`src/rtl/qmul_stream_ctrl_pkg.sv`:
```
// Shared encodings for the quaternion-multiplier stream sequencer:
// FSM states, operand/result counts and operand word positions.
package qmul_stream_ctrl_pkg;

  localparam int unsigned N_OPERANDS = 8;
  localparam int unsigned N_RESULTS  = 4;
  localparam int unsigned OpIdxW     = 3;
  localparam int unsigned WaitCntW   = 8;

  // Operand word positions in the input stream
  localparam int unsigned IdxA1 = 0;
  localparam int unsigned IdxB1 = 1;
  localparam int unsigned IdxC1 = 2;
  localparam int unsigned IdxD1 = 3;
  localparam int unsigned IdxA2 = 4;
  localparam int unsigned IdxB2 = 5;
  localparam int unsigned IdxC2 = 6;
  localparam int unsigned IdxD2 = 7;

  typedef enum logic [2:0] {
    StCollect,
    StLoad,
    StCompute,
    StWait,
    StEmit
  } state_e;

endpackage

```
`src/rtl/qmul_stream_ctrl.sv`:
```
// Host-side sequencer for one quaternion multiplier: collects eight operand words,
// pulses load/compute, waits for the result and streams r1..r4 back out.
module qmul_stream_ctrl
  import qmul_stream_ctrl_pkg::*;
#(
  parameter int unsigned TIMEOUT = 15,
  parameter int unsigned CNT_W   = 16
) (
  input  logic             clk,
  input  logic             rst,
  input  logic             s_valid,
  output logic             s_ready,
  input  logic [15:0]      s_data,
  output logic             m_load,
  output logic             m_compute,
  output logic [15:0]      m_a1,
  output logic [15:0]      m_b1,
  output logic [15:0]      m_c1,
  output logic [15:0]      m_d1,
  output logic [15:0]      m_a2,
  output logic [15:0]      m_b2,
  output logic [15:0]      m_c2,
  output logic [15:0]      m_d2,
  input  logic             m_valid,
  input  logic [31:0]      m_r1,
  input  logic [31:0]      m_r2,
  input  logic [31:0]      m_r3,
  input  logic [31:0]      m_r4,
  output logic             o_valid,
  input  logic             o_ready,
  output logic [31:0]      o_data,
  output logic             o_last,
  output logic             err,
  output logic [CNT_W-1:0] job_cnt
);

  localparam logic [WaitCntW-1:0] TimeoutCnt = WaitCntW'(TIMEOUT);
  localparam logic [OpIdxW-1:0]   LastOpIdx  = OpIdxW'(N_OPERANDS - 1);
  localparam logic [1:0]          LastResIdx = 2'(N_RESULTS - 1);
  localparam logic [CNT_W-1:0]    CntOne     = CNT_W'(1);

  state_e state_q, state_d;

  logic [OpIdxW-1:0]   idx_q, idx_d;
  logic [WaitCntW-1:0] wait_q, wait_d;
  logic [15:0]         opnd_q [N_OPERANDS];
  logic [15:0]         opnd_d [N_OPERANDS];
  logic [31:0]         res_q  [N_RESULTS];
  logic [31:0]         res_d  [N_RESULTS];
  logic                err_q, err_d;
  logic [CNT_W-1:0]    job_cnt_q, job_cnt_d;

  logic s_acc, o_acc, emit_last, wait_expired;

  assign s_acc        = (state_q == StCollect) && s_valid;
  assign o_acc        = (state_q == StEmit) && o_ready;
  assign emit_last    = (idx_q[1:0] == LastResIdx);
  assign wait_expired = (wait_q == TimeoutCnt);

  // State register
  always_ff @(posedge clk) begin
    if (rst) begin
      state_q <= StCollect;
    end else begin
      state_q <= state_d;
    end
  end

  // Next-state logic; m_valid takes priority over an expiring timeout
  always_comb begin
    state_d = state_q;
    unique case (state_q)
      StCollect: if (s_acc && (idx_q == LastOpIdx)) state_d = StLoad;
      StLoad:    state_d = StCompute;
      StCompute: state_d = StWait;
      StWait: begin
        if (m_valid) begin
          state_d = StEmit;
        end else if (wait_expired) begin
          state_d = StCollect;
        end
      end
      StEmit:    if (o_acc && emit_last) state_d = StCollect;
      default:   state_d = StCollect;
    endcase
  end

  // Outputs decoded from the current state
  always_comb begin
    s_ready   = 1'b0;
    m_load    = 1'b0;
    m_compute = 1'b0;
    o_valid   = 1'b0;
    o_last    = 1'b0;
    o_data    = '0;
    unique case (state_q)
      StCollect: s_ready = 1'b1;
      StLoad:    m_load = 1'b1;
      StCompute: m_compute = 1'b1;
      StEmit: begin
        o_valid = 1'b1;
        o_last  = emit_last;
        o_data  = res_q[idx_q[1:0]];
      end
      default: ;
    endcase
  end

  // Datapath next-state: operand file, result buffer, counters, flags
  always_comb begin
    idx_d     = idx_q;
    wait_d    = wait_q;
    opnd_d    = opnd_q;
    res_d     = res_q;
    err_d     = err_q;
    job_cnt_d = job_cnt_q;
    unique case (state_q)
      StCollect: begin
        if (s_acc) begin
          opnd_d[idx_q] = s_data;
          idx_d         = (idx_q == LastOpIdx) ? '0 : idx_q + 3'd1;
        end
      end
      StCompute: wait_d = '0;
      StWait: begin
        if (m_valid) begin
          res_d[0] = m_r1;
          res_d[1] = m_r2;
          res_d[2] = m_r3;
          res_d[3] = m_r4;
          idx_d    = '0;
        end else if (wait_expired) begin
          err_d = 1'b1;
          idx_d = '0;
        end else begin
          wait_d = wait_q + 8'd1;
        end
      end
      StEmit: begin
        if (o_acc) begin
          if (emit_last) begin
            idx_d     = '0;
            job_cnt_d = job_cnt_q + CntOne;
          end else begin
            idx_d = idx_q + 3'd1;
          end
        end
      end
      default: ;
    endcase
  end

  always_ff @(posedge clk) begin
    if (rst) begin
      idx_q     <= '0;
      wait_q    <= '0;
      opnd_q    <= '{default: '0};
      res_q     <= '{default: '0};
      err_q     <= 1'b0;
      job_cnt_q <= '0;
    end else begin
      idx_q     <= idx_d;
      wait_q    <= wait_d;
      opnd_q    <= opnd_d;
      res_q     <= res_d;
      err_q     <= err_d;
      job_cnt_q <= job_cnt_d;
    end
  end

  assign m_a1    = opnd_q[IdxA1];
  assign m_b1    = opnd_q[IdxB1];
  assign m_c1    = opnd_q[IdxC1];
  assign m_d1    = opnd_q[IdxD1];
  assign m_a2    = opnd_q[IdxA2];
  assign m_b2    = opnd_q[IdxB2];
  assign m_c2    = opnd_q[IdxC2];
  assign m_d2    = opnd_q[IdxD2];
  assign err     = err_q;
  assign job_cnt = job_cnt_q;

endmodule

```
`config.mk`:
```
export PLATFORM = sky130hd
export DESIGN_NAME = qmul_stream_ctrl
export DESIGN_NICKNAME = d
export VERILOG_FILES = /design/src/rtl/qmul_stream_ctrl_pkg.sv /design/src/rtl/qmul_stream_ctrl.sv
export SDC_FILE = /design/constraint.sdc
export NUM_CORES = 1
export LEC_CHECK = 0
export CAP_MARGIN = 20
export CORE_ASPECT_RATIO = 2
export CORE_UTILIZATION = 40
export CTS_CLUSTER_SIZE = 14
export DETAILED_ROUTE_END_ITERATION = 7
export PLACE_DENSITY = 0.65
export SYNTH_ARGS = -nofsm -noshare
export SYNTH_HDL_FRONTEND = slang
export SYNTH_SLANG_ARGS = --single-unit
export TNS_END_PERCENT = 1
```
`constraint.sdc`:
```
create_clock -name clk -period 4.8 [get_ports clk]
set_input_delay 0.72 -clock clk [delete_from_list [all_inputs] [get_ports clk]]
set_output_delay 0.72 -clock clk [all_outputs]
set_load 0.05 [all_outputs]
```
**After elaboration in Yosys (flattened, before gate mapping)**

Cells that the tools add are included.

- Register bits: 287

- Reduce and logical (&&, ||, !) cells: 15
- Multiplexer cells: 26
- Order comparisons: 3
- Bitwise gates (word level): 3
- Equal/unequal tests: 14
- Add/sub/neg operators: 3

Operators with widths:

| kind | number |
|---|---|
| $bwmux W128 | 1 |
| $mux W32 | 3 |
| $bmux W32 S2 | 1 |
| $demux W16 S3 | 1 |
| $mux W3 | 9 |
| $add A16 B1 Y16 const B | 1 |
| $mux W16 | 1 |
| $mux W8 | 2 |
| $pmux W8 S2 | 1 |
| $pmux W3 S5 | 1 |
| $reduce_and A3 Y1 | 4 |
| $pmux W3 S3 | 1 |
| $add A8 B1 Y8 const B | 1 |
| $eq A8 B4 Y1 const B | 1 |
| $ne A2 B2 Y1 const B | 4 |
| $eq A3 B2 Y1 const B | 2 |
| $eq A3 B3 Y1 const B | 2 |
| $logic_and A1 B1 Y1 | 5 |
| $mux W1 | 5 |
| $ge A4 B4 Y1 const B | 1 |
| $lt A4 B1 Y1 const B | 1 |
| $ne A2 B1 Y1 const B | 2 |
| $not A3 Y4 | 1 |
| $reduce_and A2 Y1 | 2 |
| 11 further kinds | 11 |

**Depth between registers and ports, before layout**

- Word-level depth: 6
- Mapped depth: 8
- Depth with buffers taken out: 6

**Least setup slack after synthesis**

OpenSTA, ideal clock, no wires.

- Kind: register -> output
- Start: reg state_q[0]
- End: out o_data[22]
- Data required time: 4.080 ns
- Path slack: 1.908 ns
- Stages on the path, launching flop included: 7
- Buffers on the path: 3
- Data arrival time: 2.172 ns
- Cells stage by stage: dfxtp_1 buf_6 or3b_1 buf_6 inv_1 clkbuf_1 and2_1

- Word-level cells in the longest chain between the ends: 2

RTL lines:

| what | line | source |
|---|---|---|
| start: declaration | qmul_stream_ctrl.sv:42 | `state_e state_q, state_d;` |
| start signal: assignment | qmul_stream_ctrl.sv:63 | `state_q <= StCollect;` |
| start signal: assignment | qmul_stream_ctrl.sv:65 | `state_q <= state_d;` |
| $eq A3 B3 Y1 | qmul_stream_ctrl.sv:96 | `unique case (state_q)` |
| $mux W32 | qmul_stream_ctrl.sv:96 |  |
| end: declaration | qmul_stream_ctrl.sv:31 | `output logic [31:0] o_data,` |

No other way between the ends.

**Final worst setup path**

- Start: reg state_q[2]
- End: out o_data[20]

Same word-level chain as after synthesis.

==> impl_metrics.json <==
{
  "initial_core_util_pct": 40.7,
  "cp_data_required_time_ns": 4.08,
  "gp_congestion": 0.835,
  "num_rows": 87,
  "syn_avg_cell_area_um2": 8.12,
  "grt_util_met3_pct": 5.35,
  "grt_busiest_layer": "met2",
  "antenna_found_initial": 8,
  "synthTopCellsByArea": "dfxtp_1 (50%), nand2_1 (17%), a21oi_1 (12%), mux4_2 (6.3%), clkbuf_1 (2.8%)",
  "hold_end": "res_q[38]",
  "irDropWorstVdd_mv": 0.410,
  "synth_fp_nets": 1569,
  "synth-seq-cells": 287,
  "grt_util_met1_pct": 24.6,
  "cts_sinks": 287,
  "place.detailed.hpwl_mm": 25.7,
  "rsz0062_at_grt": "no",
  "synth_flop_cell": "dfxtp_1",
  "placed_cell_area_mm2": 0.0149,
  "cts-root-buf": "clkbuf_16",
  "crit_type": "register to output pin",
  "hold_buffers": 0,
  "rr_endpoint": "m_c2[13]",
  "post-cts-setup-buffers": 0,
  "num_io_pins": 331,
  "maxSlewHeadroom_pct": 28.8,
  "worst_pin_slew_ns": 1.06,
  "die-area_mm2": 0.0294,
  "wirelength_mm": 36.4,
  "reg2regPathDepth": 4,
  "cts_resized": 0,
  "p_clk_share_pct": 42.2,
  "yosysSeqAreaShare_pct": 50.0,
  "die_w_um": 122,
  "gr-total-overflow": 0,
  "grt_pass1_vias": 10200,
  "outcome": "complete, no violations",
  "cellPowerDensity_mw_per_mm2": 314,
  "cap_violations": 0,
  "period_share_pct": 82.9,
  "async_flop_share_pct": 0,
  "cts.clk_slew.worst_paths_ns": 0.07,
  "clock_skew_ns": 0.00606,
  "switchingPower_mw": 1.16,
  "final_cell_mix": "nand2_1 (528), clkdlybuf4s50_1 (329), dfxtp_1 (285)",
  "reg2reg_slack_ns": 2.20,
  "areaGrowthSynthToFinish_pct": 37.0,
  "stdcell_count": 2044,
  "via_count": 10500,
  "drtIter0Drc": 640,
  "critPathLaunchType": "register",
  "met2_usage_pct": 45.5,
  "crit_path_end_kind": "output pin",
  "holdPathStages": 2,
  "clk_latency_ns": 0.54,
  "drive_above_1_share_pct": 5.89,
  "finalWorstSetupSlack_ns": 0.820,
  "p_seq_share_pct": 49.2,
  "avgViaCountPerCell": 5.16,
  "setup_viol": 0,
  "dp.cells": 1993,
  "swShare_pct": 23.5,
  "finalCriticalPeriod_ns": 3.98,
  "worstPathArrival_ns": 3.26,
  "grt_max_degree": 150,
  "finish.instance_area_mm2": 0.0157,
  "syn_area_mm2": 0.0115,
  "hold_start": "res_q[38]",
  "firstDrtPassIters": 5,
  "ys_warn_count": 0,
  "maxSlewViolCount": 0,
  "min_path_type": "register to register",
  "p_comb_share_pct": 8.6,
  "nNetsFinal": 1820,
  "fin_hold_ws_ns": 0.453,
  "yosysUniqueCellTypes": 51,
  "post_drt_wl_per_cell_um": 17.8,
  "track_usage_pct": 24.4,
  "p_leak_nw": 5.13,
  "port_buffers": 330,
  "final_common_cell": "nand2_1",
  "reg2reg_from": "state_q[0]",
  "synth_edf_count": 0,
  "pre_cts_ws_ns": 1.10,
  "grt_pass1_wl_mm": 55.8,
  "yosys.area.top_type": "dfxtp_1",
  "setup_tns_ns": 0,
  "synthCells": 1415,
  "htreeDepth": 1,
  "intPower_mw": 3.78,
  "p_total_mw": 4.94,
  "synth_top_area_share_pct": 50.0,
  "final_util_pct": 55.8,
  "coreArea_mm2": 0.0282,
  "cts_tree": "yes",
  "fmax_mhz": 251,
  "path_max_fanout": 35,
  "clk_path_buf_depth": 3,
  "final_hold_viol_count": 0,
  "drc_errors": 0,
  "cts_made_buffers": 26,
  "ant_nets": 0,
  "die_h_um": 242
}
sequential cells by signal, indices dropped and copies added (netlist names):
register and cells:
res_q 128, job_cnt 16, m_a1 16, m_a2 16, m_b1 16, m_b2 16
m_c1 16, m_c2 16, m_d1 16, m_d2 16, wait_q 8, idx_q 3
state_q 3, err 1
metal layers:
metal / routed length [um] / vias to the layer above
met3: 2240 / 79
met2: 20000 / 328
met5: 0 / -
met1: 12600 / 4933
met4: 1590 / 0
li1: - / 5205
worst max-delay path by stage:
| stage | cells past startpoint | slack [ns] | startpoint | endpoint |
|---|---|---|---|---|
| after floorplan | 6 | 1.91 | state_q[0] | o_data[22] |
| after global placement | 4 | 1.14 | idx_q[0] | o_data[29] |
| after detailed placement | 4 | 1.10 | idx_q[0] | o_data[29] |
| after CTS | 4 | 0.51 | idx_q[0] | o_data[29] |
| after global routing | 5 | 0.69 | idx_q[0] | o_data[24] |
| final | 5 | 0.82 | state_q[2] | o_data[20] |
worst max-delay path, cell delays in order, from the launching register on:
cell             delay [ns]
dfxtp_1                0.59
or3b_1                 0.55
inv_1                  0.14
buf_4                  0.34
and2_1                 0.24
clkdlybuf4s50_1        0.82
logic make-up after synthesis:
kind of cell               count (synthesis)  synth area share [%]
xor gates and xnor gates                   9                 0.686
AOI/OAI and AO/OA                        294                  13.1
muxes                                     37                  6.74
adders and majority gates                  5                 0.545
buffers and inverters                    127                  4.60
and+or+nand+nor                          656                  24.3
DFF                                      287                  50.0
final cells by class:
cell class	instances	area, um^2
Fill cell	2670	12500
Tap cell	356	445
Antenna cell	8	20.0
Timing Repair Buffer	342	3430
Inverter	8	30.0
Sequential cell	287	5750
Clock inverter	7	85.1
Multi-Input combinational cell	1001	5230
Clock buffer	35	746
Yosys cell counts (3+ instances only):
master    instances
o21ai_1           6
nor2_1           19
mux4_2           32
nand4_1           9
inv_1             6
or3_1             8
and2_1           33
and4_1            5
dfxtp_1         287
ha_1              5
nand2_1         528
xor2_1            3
and3_1            5
nand3_1          13
or4_1             6
nor4_1            5
nor3_1            4
a21oi_1         273
buf_2            28
nor3b_1           4
xnor2_1           6
clkbuf_1         87
o31ai_1           4
power by group through the flow:
stage | clock network, mW | logic [mW] | registers [mW]
6_report | 2.08 | 0.427 | 2.43
5_1_grt | 2.22 | 0.452 | 2.43
4_1_cts | 2.13 | 0.420 | 2.44
3_5_place_dp | 0 | 0.419 | 2.49
3_3_place_gp | 0 | 0.418 | 2.49
2_1_floorplan | 0 | 0.146 | 2.55
Power figures use the tool's default switching activity.
